`src/rtl/tinyalu_core_if.sv`:
```
// TinyALU request/response bus: operands, opcode and start in; done and result out.
// Pure signal bundle, no logic and no added latency.
// Requester holds start high until it sees done; the ALU side never stalls the bus.
interface tinyalu_core_if #(
    parameter int WIDTH = 9
);
    logic [WIDTH-1:0]   A;
    logic [WIDTH-1:0]   B;
    logic [2:0]         op;
    logic               start;
    logic               done;
    logic [2*WIDTH-1:0] result;

    // Requester side (bus-functional model or testbench).
    modport master (
        output A,
        output B,
        output op,
        output start,
        input  done,
        input  result
    );

    // ALU side.
    modport slave (
        input  A,
        input  B,
        input  op,
        input  start,
        output done,
        output result
    );
endinterface

```
`src/rtl/tinyalu_core.sv`:
```
// TinyALU datapath: add/and/xor in one cycle, mul through a 3-stage pipeline.
// Latency: done 1 cycle after accept for add/and/xor, 3 cycles after accept for mul.
// Backpressure: start is level-held; one op per start level, rearmed only after start drops.
module tinyalu_core #(
    parameter int WIDTH = 9
) (
    input logic           clk,
    input logic           reset,
    tinyalu_core_if.slave bus
);

    localparam logic [2:0] OP_NOP = 3'b000;
    localparam logic [2:0] OP_ADD = 3'b001;
    localparam logic [2:0] OP_AND = 3'b010;
    localparam logic [2:0] OP_XOR = 3'b011;
    localparam logic [2:0] OP_MUL = 3'b100;

    // Multiplier operand B is split in two halves; each half feeds one partial product.
    localparam int LO_W = WIDTH / 2;
    localparam int HI_W = WIDTH - LO_W;

    typedef enum logic [2:0] {
        IDLE,
        MUL1,
        MUL2,
        MUL3,
        WAIT_LOW
    } state_t;

    state_t             state;
    logic               rearm;
    logic               single_pend;
    logic [WIDTH-1:0]   a_q;
    logic [WIDTH-1:0]   b_q;
    logic [2:0]         op_q;
    logic               done_q;
    logic [2*WIDTH-1:0] result_q;

    logic               legal_op;
    logic [WIDTH:0]     sum;
    logic [2*WIDTH-1:0] alu_res;

    logic [WIDTH+LO_W-1:0] pp_lo;
    logic [WIDTH+HI_W-1:0] pp_hi;
    logic [2*WIDTH-1:0]    prod_q;
    logic                  mul_v1;
    logic                  mul_v2;

    assign bus.done   = done_q;
    assign bus.result = result_q;

    // Only the four arithmetic opcodes start an operation; no_op, rst_op and illegal codes are ignored.
    always_comb begin
        legal_op = 1'b0;
        case (bus.op)
            OP_ADD, OP_AND, OP_XOR, OP_MUL: legal_op = 1'b1;
            default:                        legal_op = 1'b0;
        endcase
    end

    // Single-cycle results, computed from the captured operands, zero-extended to result width.
    always_comb begin
        sum     = {1'b0, a_q} + {1'b0, b_q};
        alu_res = '0;
        case (op_q)
            OP_ADD:  alu_res = {{(WIDTH-1){1'b0}}, sum};
            OP_AND:  alu_res = {{WIDTH{1'b0}}, a_q & b_q};
            OP_XOR:  alu_res = {{WIDTH{1'b0}}, a_q ^ b_q};
            default: alu_res = '0;
        endcase
    end

    // Control FSM: accept, capture, complete with a one-cycle done, then wait for start to drop.
    always_ff @(posedge clk or posedge reset) begin
        if (reset) begin
            state       <= IDLE;
            rearm       <= 1'b1;
            single_pend <= 1'b0;
            a_q         <= '0;
            b_q         <= '0;
            op_q        <= OP_NOP;
            done_q      <= 1'b0;
            result_q    <= '0;
        end else begin
            done_q <= 1'b0;
            case (state)
                IDLE: begin
                    if (single_pend) begin
                        // Captured add/and/xor completes one cycle after accept.
                        result_q    <= alu_res;
                        done_q      <= 1'b1;
                        single_pend <= 1'b0;
                        if (bus.start) begin
                            state <= WAIT_LOW;
                        end else begin
                            rearm <= 1'b1;
                        end
                    end else if (bus.start && rearm && legal_op) begin
                        a_q   <= bus.A;
                        b_q   <= bus.B;
                        op_q  <= bus.op;
                        rearm <= 1'b0;
                        if (bus.op == OP_MUL) begin
                            state <= MUL1;
                        end else begin
                            single_pend <= 1'b1;
                        end
                    end
                end
                MUL1: state <= MUL2;
                MUL2: state <= MUL3;
                MUL3: begin
                    // Pipeline output is valid here by construction; the valid bit guards the write.
                    if (mul_v2) begin
                        result_q <= prod_q;
                        done_q   <= 1'b1;
                        if (bus.start) begin
                            state <= WAIT_LOW;
                        end else begin
                            rearm <= 1'b1;
                            state <= IDLE;
                        end
                    end
                end
                WAIT_LOW: begin
                    if (!bus.start) begin
                        rearm <= 1'b1;
                        state <= IDLE;
                    end
                end
                default: state <= IDLE;
            endcase
        end
    end

    // Multiplier pipeline: stage 1 forms two partial products, stage 2 aligns and sums them.
    always_ff @(posedge clk or posedge reset) begin
        if (reset) begin
            mul_v1 <= 1'b0;
            mul_v2 <= 1'b0;
            pp_lo  <= '0;
            pp_hi  <= '0;
            prod_q <= '0;
        end else begin
            mul_v1 <= (state == MUL1);
            if (state == MUL1) begin
                pp_lo <= {{LO_W{1'b0}}, a_q} * {{WIDTH{1'b0}}, b_q[LO_W-1:0]};
                pp_hi <= {{HI_W{1'b0}}, a_q} * {{WIDTH{1'b0}}, b_q[WIDTH-1:LO_W]};
            end
            mul_v2 <= mul_v1;
            if (mul_v1) begin
                prod_q <= {{(WIDTH-LO_W){1'b0}}, pp_lo}
                        + ({{(WIDTH-HI_W){1'b0}}, pp_hi} << LO_W);
            end
        end
    end

endmodule
```
`src/flat_wrapper.sv`:
```
// flat-port wrapper written by rule: the top's interface ports become plain ports
module tinyalu_core_flat 
#(
    parameter int WIDTH = 9
)
  (clk, reset, bus_A, bus_B, bus_op, bus_start, bus_done, bus_result);
  tinyalu_core_if #(.WIDTH(WIDTH)) bus_i ();
  input logic clk;
  input logic reset;
  input wire logic [$bits(bus_i.A)-1:0] bus_A;
  input wire logic [$bits(bus_i.B)-1:0] bus_B;
  input wire logic [$bits(bus_i.op)-1:0] bus_op;
  input wire logic [$bits(bus_i.start)-1:0] bus_start;
  output wire logic [$bits(bus_i.done)-1:0] bus_done;
  output wire logic [$bits(bus_i.result)-1:0] bus_result;
  assign bus_i.A = bus_A;
  assign bus_i.B = bus_B;
  assign bus_i.op = bus_op;
  assign bus_i.start = bus_start;
  assign bus_done = bus_i.done;
  assign bus_result = bus_i.result;
  tinyalu_core #(.WIDTH(WIDTH)) u_core (.clk(clk), .reset(reset), .bus(bus_i));
endmodule
```
`config.mk`:
```
export PLATFORM = sky130hd
export DESIGN_NAME = tinyalu_core_flat
export DESIGN_NICKNAME = d
export VERILOG_FILES = /design/src/rtl/tinyalu_core_if.sv /design/src/rtl/tinyalu_core.sv /design/src/flat_wrapper.sv
export SDC_FILE = /design/constraint.sdc
export NUM_CORES = 1
export LEC_CHECK = 0
export ABC_AREA = 1
export ABC_CLOCK_PERIOD_IN_PS = 5100
export CELL_PAD_IN_SITES_DETAIL_PLACEMENT = 1
export CELL_PAD_IN_SITES_GLOBAL_PLACEMENT = 1
export CORE_UTILIZATION = 43
export CTS_CLUSTER_DIAMETER = 200
export CTS_CLUSTER_SIZE = 28
export DETAILED_ROUTE_END_ITERATION = 10
export GPL_ROUTABILITY_DRIVEN = 0
export GPL_TIMING_DRIVEN = 0
export PLACE_DENSITY_LB_ADDON = 0.25
export SETUP_SLACK_MARGIN = 0.3
export SYNTH_ARGS = -nofsm -noshare
export SYNTH_HDL_FRONTEND = slang
export SYNTH_SLANG_ARGS = --single-unit
```
`constraint.sdc`:
```
create_clock -name clk -period 5.1 [get_ports clk]
set_input_delay 1.02 -clock clk [delete_from_list [all_inputs] [get_ports clk]]
set_output_delay 1.02 -clock clk [all_outputs]
set_load 0.01 [all_outputs]
```
Yosys cells after proc, flatten, opt, wreduce, memory -nomap -nowiden
Index checks and enable logic that the tools add are counted.
{ "word_totals": {"regBits": 92, "word_cells": 71, "output_inout_bits": 19, "inputBits": 24} }
{ "op_classes": {"eq_ne": 17, "n_bitwise": 3, "n_reduce_logical": 10, "mux": 24, "mul": 2, "addsub": 2} }
{ "ops": {"columns": ["operator", "count"], "rows": [
  ["$mux 18", 2],
  ["$pmux 18 s2", 1],
  ["$pmux 10 s3", 1],
  ["$mux 3", 7],
  ["$add 13x18->18", 1],
  ["$eq 3x2->1 const B", 6],
  ["$pmux 3 s5", 1],
  ["$mul 9x5->14", 1],
  ["$mul 9x4->13", 1],
  ["$add 9x9->10", 1],
  ["$mux 1", 10],
  ["$and 9x9->9", 1],
  ["$eq 3x1->1 const B", 3],
  ["$reduce_and 3->1", 3],
  ["$xor 9x9->9", 1],
  ["$eq 3x3->1 const B", 2],
  ["$ne 3x1->1 const B", 2],
  ["$reduce_and 5->1", 1],
  ["$ne 2x1->1 const B", 2],
  ["$reduce_or 4->1", 1],
  ["$logic_not 3->1", 1],
  ["$ne 3x3->1 const B", 1],
  ["$pmux 1 s3", 1],
  ["$reduce_bool 3->1", 1],
  ["5 further kinds", 6]
]} }

Longest topological paths before layout
Gate-level depths: netlist of run 1.
{ "logic_depth": {"depth_word": 7, "ltp_mapped": 17, "depth_no_buf": 16} }

Worst setup path after synthesis of run 1
No wires, ideal clock.
{ "synth_path": {"kind": "reg2reg", "startpoint": "reg u_core.a_q[1]", "endpoint": "reg u_core.pp_hi[7]", "period_less_slack_ps": 3501, "required_time_ps": 4983, "n_path_buf": 1, "setup_slack_ps": 1599, "setup_time_ps": 117, "path_stages_with_launch": 16, "arrival_time_ps": 3383, "cell_sequence": "dfrtp_1 clkbuf_1 nand2_1 inv_1 fa_1 fa_1 inv_1 fa_1 inv_1 ha_1 nand2_1 o21ai_0 a21oi_1 or2_2 nand3_1 nand2_1"} }
{ "synth_between": {"elab_chain_len": 1} }
{ "synth_rtl": {"columns": ["element", "line", "rtl"], "rows": [
  ["start: declaration", "tinyalu_core.sv:33", "logic [WIDTH-1:0] a_q;"],
  ["start signal: assignment", "tinyalu_core.sv:99", "a_q <= bus.A;"],
  ["$mul 9x5->14", "tinyalu_core.sv:148", "pp_hi <= {{HI_W{1'b0}}, a_q} * {{WIDTH{1'b0}}, b_q[WIDTH-1:LO_W]};"],
  ["end signal: assignment", "tinyalu_core.sv:148", null],
  ["end: declaration", "tinyalu_core.sv:44", "logic [WIDTH+HI_W-1:0] pp_hi;"]
]} }
Every way passes these cells.
A chain may end at the register's enable or synchronous reset.

Worst setup path after layout of run 1
Ends and elaborated chain as after synthesis.

==> results.yml, run 1 <==
sta:
  period_share: 0.7978
  finalSetupViolCount: 0
  tns_ns: 0
  rsz0062_at_grt: "false"
  slew_headroom: 0.5250
  maxSlewViolCount: 0
  period_needed_ns: 4.069
  fin_worst_skew_ns: 0.006132
  clock.fmax_ghz: 0.2458
  hold_viol_final: 0
  hold_slack_ns: 0.4769
  worstMarginPinSlew_ns: 0.7126
global_routing:
  grt_use_total: 0.2540
  grt_pass1_wl_microns: 35170
  grt_pass1_vias: 7048
  grt_overflow: 0
  antenna_found_initial: 0
  grt_max_degree: 53
hold_path:
  hp-class: "flop to flop"
  min_to: "u_core.pp_lo[2]$_DFFE_PP0P_"
  hold_start: "u_core.pp_lo[2]$_DFFE_PP0P_"
  hold_depth: 2
setup_path:
  critPathSlowestCell: "fa_1"
  cpPeakStageDelay_ns: 0.54
  critical-path-top-delay-family: "adder cells"
  cp-start-kind: "flop"
  critPathMaxFanout: 9
  r2r_slack_ns: 1.03
  arrival_ns: 4.32
  critical_path.cell_chain: "clkbuf_1 -> nand2_1 -> inv_1 -> fa_1 -> fa_1 -> inv_1 -> fa_1 -> inv_1 -> ha_1 -> nand2_1 -> o21ai_0 -> a21oi_1 -> or2_2 -> nand3_1 -> nand2_1"
  rr_endpoint: "u_core.pp_hi[7]$_DFFE_PP0P_"
  crit_type: "flop to flop"
  timing.rr.start: "u_core.a_q[1]$_DFFE_PP0P_"
  crit_required_ns: 5.36
  r2r_cells: 15
  cp-end-kind: "flop"
  crit_buf_inv: 4
synthesis:
  yosysWarnings: 0
  netlist-cell-type-count: 37
  synth_top_area_cell: "dfrtp_1"
  yosysTopAreaCellShare: 0.3069
  ys_seq_area_frac: 0.3104
  async_flop_share: 1.000
  yosys_most_used_dff: "dfrtp_1"
  syn-num-nets: 1105
  synthTopCellsByArea: "dfrtp_1 (31%), nand2_1 (15%), fa_1 (10%)"
  synthTopCellsByCount: "nand2_1 (298), inv_1 (168), dfrtp_1 (91)"
  syn_area_per_cell_sq_um: 7.519
  netlist_area_sq_um: 7421
  ys_seq_elements: 92
  synthCells: 987
  synth.most_common_cell: "nand2_1"
  synth-edff-count: 0
route:
  vias: 6561
  wl_met1_microns: 9462
  firstDrtPassIters: 4
  dr_wl_met3_microns: 633
  vias_per_cell: 5.182
  wl_microns: 20690
  drtAntennaViolNets: 0
  drtIter0Drc: 295
  top_layer_used: "met4"
  route.met2.wl_microns: 10250
  remaining_drc_errors: 0
  wl_per_cell_microns: 16.34
clock_tree:
  clockRootBuffer: "clkbuf_16"
  hold_buffers: 0
  postCtsSetupRepairBufs: 0
  worstSkewPairLatency_ns: 0.36
  cts_tree: "yes"
  numCtsBuffers: 9
  clk_pin_slew_ns: 0.07
  cts.path.max_buffers: 2
  htree_levels: 3
  cts_resized: 0
  cts_sinks: 92
floorplan:
  io_pins: 43
  rows: 47
  die-height_microns: 133.4
  core_sq_um: 16700
  die-area_sq_um: 17790
  initial_core_util: 0.4443
  die_w_microns: 133.4
outcome:
  status: "finished, final reports clean"
placement:
  numPortBuffers: 42
  dp_hpwl_microns: 16540
power_and_ir_drop:
  vdd_ir_drop_max_mv: 0.2172
  pwr-share-clk: 0.162
  p_seq_frac: 0.275
  p_leak_nw: 4.765
  p_int_mw: 2.309
  pwr_density_cell_nw_per_um2: 524.7
  total_power_mw: 4.441
  p_sw_mw: 2.132
  combPwrFrac: 0.563
  swShare: 0.4801
layout:
  nFillCells: 2119
  area_growth_pct: 14.04
  fin_nets: 1159
  antennaDiodeCount: 0
  drive_gt1_frac: 0.06119
run:
  cap_viol_max_count: 0
-- kinds of logic (layout without fill, tap and decap cells) --
kind of cell	after synthesis	count (layout)	synth area share
xor gates and xnor gates	7	7	0.008262
AOI/OAI and AO/OA	114	114	0.08363
DFF	92	92	0.3104
buffers and inverters	206	265	0.1089
muxes	18	18	0.03439
adders and majority gates	94	94	0.1959
and+or+nand+nor	456	456	0.2585
-- routing by layer --
metal / vias up / track usage
met5: - / 0
met4: 0 / 0.07765
met3: 22 / 0.03120
met2: 79 / 0.4465
met1: 3248 / 0.3250
li1: 3212 / -
-- worst register-to-register path: stages, from the launching register on --
cell and delay [ns]:
dfrtp_1 0.42, clkbuf_1 0.48, nand2_1 0.11, inv_1 0.11, fa_1 0.42, fa_1 0.54, inv_1 0.05, fa_1 0.54
inv_1 0.05, ha_1 0.37, nand2_1 0.12, o21ai_0 0.26, a21oi_1 0.08, or2_2 0.28, nand3_1 0.08, nand2_1 0.05
-- sequential cells by signal, indices dropped and copies added (netlist names) --
register,count
u_core.rearm,1
u_core.pp_lo,13
u_core.pp_hi,14
u_core.state,3
u_core.op_q,3
u_core.mul_v1,1
u_core.bus.result,18
u_core.single_pend,1
u_core.a_q,9
u_core.bus.done,1
u_core.b_q,9
u_core.prod_q,18
u_core.mul_v2,1
-- area by class of cell --
class	count	area [sq um]	share of cell area
buffer	34	162.7	0.01922
clock buffer	9	225.2	0.02661
clock inverter	7	91.34	0.01079
inverter	172	648.1	0.07658
multi-input combinational	689	4309	0.5092
sequential	92	2303	0.2722
tap	220	275.3	0.03253
timing repair buffer	43	447.9	0.05293
-- per-stage QoR --
step | worst slack [ns] | utilization | cells | area [sq um]
final | 1.031 | 0.5067 | 1266 | 8463
after global routing | 0.7935 | 0.5067 | 1266 | 8463
after CTS | 1.012 | 0.5067 | 1266 | 8463
after detailed placement | 1.023 | 0.4878 | 1250 | 8147
after global placement | 0.1634 | 0.4860 | 1249 | 8117
after floorplan | 1.599 | - | 987 | 7421
-- power groups by stage --
stage               registers (mW)  logic [mW]  clock network [mW]
finish                        1.22        2.50               0.718
global route                  1.25        2.86               0.753
CTS                           1.22        2.54               0.731
detailed placement            1.23        2.52                   0
global placement              1.22        2.45                   0
floorplan                     1.19        1.71                   0
-- cells in the final DEF (no fill, tap or decap), types with 9 or more instances in the layout --
master and n:
o21ai_0 41, nand2_1 298, ha_1 57, clkbuf_1 25, mux2_4 14, clkbuf_16 9, nor2_1 43, clkdlybuf4s50_1 42
nand4_1 11, dfrtp_1 91, nand3_1 79, inv_1 167, fa_1 37, a21oi_1 48
-- worst max-delay path by stage --
stage / from / to / depth (start not counted)
2_1_floorplan: u_core.a_q[1]$_DFFE_PP0P_ / u_core.pp_hi[7]$_DFFE_PP0P_ / 15
3_3_place_gp: reset / u_core.a_q[3]$_DFFE_PP0P_ / 2
3_5_place_dp: u_core.a_q[1]$_DFFE_PP0P_ / u_core.pp_hi[7]$_DFFE_PP0P_ / 15
4_1_cts: u_core.a_q[1]$_DFFE_PP0P_ / u_core.pp_hi[7]$_DFFE_PP0P_ / 15
5_1_grt: u_core.a_q[1]$_DFFE_PP0P_ / u_core.pp_hi[7]$_DFFE_PP0P_ / 13
6_report: u_core.a_q[1]$_DFFE_PP0P_ / u_core.pp_hi[7]$_DFFE_PP0P_ / 15
No activity file was read; power rests on OpenSTA's default activity.
==> run 2: changes to the inputs <==
ABC_CLOCK_PERIOD_IN_PS = 3300   (was 5100)
CORE_UTILIZATION = 41   (was 43)
clock period = 3.3 ns   (was 5.1 ns; I/O delays follow)
==> results.yml, run 2 (same netlist as run 1, synthesis figures left out) <==
layout:
  fin_util: 0.5494
  layout_common_cells: "nand2_1 (267), inv_1 (145), dfrtp_1 (90), nand3_1 (60)"
  area_growth_pct: 29.39
  final_area_sq_um: 9602
  final_common_cell: "nand2_1"
  fin_nets: 1197
  antennaDiodeCount: 0
  drive_gt1_frac: 0.2232
route:
  drtIter0Drc: 359
  vias: 7049
  remaining_drc_errors: 0
  wl_per_cell_microns: 19.60
  wl_microns: 25660
  firstDrtPassIters: 5
  vias_per_cell: 5.385
  drtAntennaViolNets: 0
sta:
  finalSetupViolCount: 9
  hold_slack_ns: 0.4729
  setup_ws_ns: -0.2374
  hold_viol_final: 0
  rsz0062_at_grt: "true"
  slew_headroom: 0.4971
  maxSlewViolCount: 0
  period_share: 1.072
  clock.fmax_ghz: 0.2827
  fin_worst_skew_ns: 0.01208
  worstMarginPinSlew_ns: 0.7486
  period_needed_ns: 3.537
clock_tree:
  hold_buffers: 0
  clk_pin_slew_ns: 0.08
  numCtsBuffers: 9
  clockRootBuffer: "clkbuf_16"
  htree_levels: 3
  cts_sinks: 92
  cts_tree: "yes"
  worstSkewPairLatency_ns: 0.37
  cts.path.max_buffers: 2
global_routing:
  grt_use_total: 0.2687
  grt_overflow: 0
  grt_pass1_wl_microns: 38040
  grt_max_degree: 41
  antenna_found_initial: 0
  grt_pass1_vias: 7397
run:
  cap_viol_max_count: 0
hold_path:
  min_to: "u_core.pp_lo[3]$_DFFE_PP0P_"
  hold_start: "u_core.pp_lo[3]$_DFFE_PP0P_"
  hold_depth: 2
  hp-class: "flop to flop"
setup_path:
  cp-end-kind: "flop"
  crit_required_ns: 3.56
  rr_endpoint: "u_core.pp_hi[10]$_DFFE_PP0P_"
  r2r_cells: 16
  crit_type: "flop to flop"
  cp-start-kind: "flop"
  critPathMaxFanout: 7
  timing.rr.start: "u_core.a_q[2]$_DFFE_PP0P_"
  r2r_slack_ns: -0.24
  arrival_ns: 3.79
power_and_ir_drop:
  pwr-share-clk: 0.126
  p_leak_nw: 5.165
  vdd_ir_drop_max_mv: 0.3955
  swShare: 0.4851
  combPwrFrac: 0.650
  pwr_density_cell_nw_per_um2: 885.7
  p_int_mw: 4.379
  p_sw_mw: 4.125
  p_seq_frac: 0.224
floorplan:
  rows: 48
  die-height_microns: 136.5
  die_w_microns: 136.5
  io_pins: 43
  initial_core_util: 0.4246
  die-area_sq_um: 18640
  core_sq_um: 17480
placement:
  numPortBuffers: 42
  dp_hpwl_microns: 17210
  place_area_sq_um: 8379
  preCtsSetupSlack_ns: -0.2659
outcome:
  status: "finished, violations left"
  violations: "setup timing"
-- run 2: cell types whose count changed in the layout (fill, tap and decap cells not counted), sizes merged --
cell,change
bufinv,-1
clkbuf,-9
clkinvlp,+1
buf,+47
-- run 2: cell type report --
cell class,instances,area [sq um]
Fill cell,2129,7875
Inverter,172,651.9
Multi-Input combinational cell,689,4982
Sequential cell,92,2305
Clock buffer,9,225.2
Timing Repair Buffer,81,779.5
Clock inverter,7,75.07
Tap cell,225,281.5
Buffer,34,301.5
-- run 2: power by group through the flow --
stage               registers [mW]  logic (mW)  clock network (mW)
floorplan                     1.85        2.90                   0
global placement              1.87        4.08                   0
detailed placement            1.90        4.20                   0
CTS                           1.88        4.83                1.08
global route                  1.96        6.04                1.13
finish                        1.90        5.53                1.07
-- run 2: worst max path at each step --
stage | start | slack [ns] | end | cells past startpoint
floorplan | u_core.a_q[4]$_DFFE_PP0P_ | 0.18 | u_core.pp_hi[7]$_DFFE_PP0P_ | 15
global placement | u_core.b_q[1]$_DFFE_PP0P_ | -0.21 | u_core.pp_lo[8]$_DFFE_PP0P_ | 14
detailed placement | u_core.b_q[1]$_DFFE_PP0P_ | -0.27 | u_core.pp_lo[8]$_DFFE_PP0P_ | 14
CTS | u_core.b_q[6]$_DFFE_PP0P_ | -0.05 | u_core.pp_hi[7]$_DFFE_PP0P_ | 15
global route | u_core.a_q[3]$_DFFE_PP0P_ | -0.33 | u_core.pp_hi[8]$_DFFE_PP0P_ | 16
finish | u_core.a_q[2]$_DFFE_PP0P_ | -0.24 | u_core.pp_hi[10]$_DFFE_PP0P_ | 16
-- run 2: metrics by stage --
| step | total power [mW] | TNS, ns | cells |
|---|---|---|---|
| after floorplan | 4.750 | 0 | 987 |
| after global placement | 5.951 | -1.139 | 1254 |
| after detailed placement | 6.100 | -1.915 | 1256 |
| after CTS | 7.784 | -0.2078 | 1295 |
| after global routing | 9.122 | -2.185 | 1309 |
| final | 8.504 | -1.285 | 1309 |
-- run 2: what timing repair did --
action | 4_1_cts | 5_1_grt
endpoints found under the hold margin | 0 | 0
resized for setup | 87 | 95
pin swaps | 36 | 55
setup endpoints to repair | 19 | 17
buffers inserted | 23 | 14
-- run 2: worst max-delay path: stages (launching register included) --
cell and delay, ns:
dfrtp_1 0.41, buf_8 0.14, nand2_1 0.08, inv_1 0.08, fa_2 0.47, fa_1 0.56, inv_2 0.05, fa_1 0.51
inv_2 0.05, ha_4 0.34, nand3_4 0.10, nand3_4 0.11, nand4_1 0.12, nand2_1 0.13, nand2_1 0.11, nand3_2 0.09
o21ai_1 0.06
-- run 2: per-layer routing --
layer / up-vias / part of all wire / GRT usage
met5: - / 0 / 0
met4: 0 / 0.030 / 0.08025
met3: 63 / 0.036 / 0.02481
met2: 173 / 0.52 / 0.4811
met1: 3508 / 0.41 / 0.3415
li1: 3305 / - / -
==> run 3: changes to the inputs <==
PLACE_DENSITY = 0.78   (was not set)
PLACE_DENSITY_LB_ADDON = not set   (was 0.25)
==> results.yml, run 3 (same netlist as run 1, synthesis figures left out) <==
outcome:
  status: "finished, violations left"
  violations: "setup timing"
floorplan:
  die_w_microns: 136.5
  initial_core_util: 0.4246
  die-area_sq_um: 18640
  core_sq_um: 17480
  die-height_microns: 136.5
  rows: 48
  io_pins: 43
clock_tree:
  cts.path.max_buffers: 2
  numCtsBuffers: 9
  clk_pin_slew_ns: 0.07
  cts_sinks: 92
  clockRootBuffer: "clkbuf_16"
  worstSkewPairLatency_ns: 0.36
  cts_tree: "yes"
  htree_levels: 3
global_routing:
  grt_pass1_vias: 7295
  grt_pass1_wl_microns: 37430
  grt_max_degree: 37
  grt_overflow: 0
  grt_use_total: 0.2630
  antenna_found_initial: 0
sta:
  period_share: 1.067
  worstMarginPinSlew_ns: 0.7099
  slew_headroom: 0.5231
  rsz0062_at_grt: "true"
  hold_viol_final: 0
  maxSlewViolCount: 0
  finalSetupViolCount: 7
  period_needed_ns: 3.521
  clock.fmax_ghz: 0.2840
  setup_ws_ns: -0.2212
  tns_ns: -1.087
  fin_worst_skew_ns: 0.01285
placement:
  dp_cells: 1256
  dp_hpwl_microns: 17320
  numPortBuffers: 42
  preCtsSetupSlack_ns: -0.2353
route:
  firstDrtPassIters: 5
  vias_per_cell: 5.413
  wl_microns: 25990
  drtAntennaViolNets: 0
  drtIter0Drc: 388
  wl_per_cell_microns: 19.81
  vias: 7102
  remaining_drc_errors: 0
power_and_ir_drop:
  vdd_ir_drop_max_mv: 0.4080
  pwr_density_cell_nw_per_um2: 899.4
  p_leak_nw: 5.221
run:
  cap_viol_max_count: 0
layout:
  layout_common_cells: "nand2_1 (263), inv_1 (141), dfrtp_1 (90), nand3_1 (63)"
  final_common_cell: "nand2_1"
  instances_no_fill: 1312
  fin_nets: 1201
  antennaDiodeCount: 0
  nFillCells: 2147
  drive_gt1_frac: 0.2337
  area_growth_pct: 30.03
setup_path:
  cp-end-kind: "flop"
  critPathMaxFanout: 8
  arrival_ns: 3.77
  crit_required_ns: 3.54
  cp-start-kind: "flop"
  crit_type: "flop to flop"
hold_path:
  hp-class: "flop to flop"
==> run 3: final timing paths <==
kind | startpoint | to | slack (ns) | depth (start not counted)
setup / recovery | u_core.b_q[7]$_DFFE_PP0P_ | u_core.pp_hi[9]$_DFFE_PP0P_ | -0.22 | 17
hold / removal | u_core.mul_v1$_DFF_PP0_ | u_core.mul_v2$_DFF_PP0_ | 0.47 | 0
setup reg to reg | u_core.b_q[7]$_DFFE_PP0P_ | u_core.pp_hi[9]$_DFFE_PP0P_ | -0.22 | 17
hold reg to reg | u_core.mul_v1$_DFF_PP0_ | u_core.mul_v2$_DFF_PP0_ | 0.47 | 0
max in group asynchronous | reset | u_core.rearm$_DFFE_PP1P_ | 1.94 | 3
min in group asynchronous | reset | u_core.prod_q[9]$_DFFE_PP0P_ | 0.71 | 2
==> run 3: critical path, stage by stage (launching register included) <==
cell and delay, ns:
dfrtp_1 0.41, buf_8 0.16, nand2_4 0.06, inv_2 0.04
fa_1 0.52, fa_1 0.52, inv_1 0.07, fa_1 0.51
inv_2 0.06, ha_4 0.33, buf_12 0.13, nand2_8 0.07
nor2_4 0.14, nand2_1 0.10, nand2_1 0.09, nand2_1 0.05
nand3_1 0.07, o21ai_1 0.07
==> run 3: layout make-up <==
| type | count | area (sq um) | area share |
|---|---|---|---|
| multi-input cells | 689 | 4994 | 0.5175 |
| flip-flops and latches | 92 | 2305 | 0.2388 |
| repair buffers | 85 | 817.0 | 0.08467 |
| inverters | 172 | 651.9 | 0.06756 |
| plain buffers | 34 | 305.3 | 0.03164 |
| well taps | 225 | 281.5 | 0.02918 |
| clock buffers | 9 | 225.2 | 0.02334 |
| clock inverters | 6 | 70.07 | 0.007261 |
==> run 3: through the flow <==
| stage | power [mW] | cell area [sq um] | hold WS [ns] | util |
|---|---|---|---|---|
| after floorplan | 4.750 | 7637 | 0.4040 | - |
| after global placement | 5.971 | 8339 | 0.4562 | 0.4772 |
| after detailed placement | 6.127 | 8379 | 0.4593 | 0.4795 |
| after CTS | 7.836 | 9145 | 0.4763 | 0.5233 |
| after global routing | 9.254 | 9649 | 0.4947 | 0.5521 |
| final | 8.679 | 9649 | 0.4695 | 0.5521 |
==> run 3: what timing repair did <==
item,in CTS,in global routing
hold buffers,0,0
buffers inserted,24,16
cloned,0,1
gates resized for setup,87,104
setup endpoints to repair,18,18
pin swaps,29,52
==> run 3: where the power goes <==
part           internal [mW]  switching, mW  total (mW)
Combinational           2.36           3.31        5.67
Clock                  0.593          0.503        1.10
Sequential              1.57          0.345        1.91
Total                   4.52           4.15        8.68
==> run 3: per-layer routing <==
layer / wire, microns / global-route usage
met5: 0 / 0
met4: 831 / 0.08333
met3: 777 / 0.03444
met2: 13340 / 0.4656
met1: 11050 / 0.3303
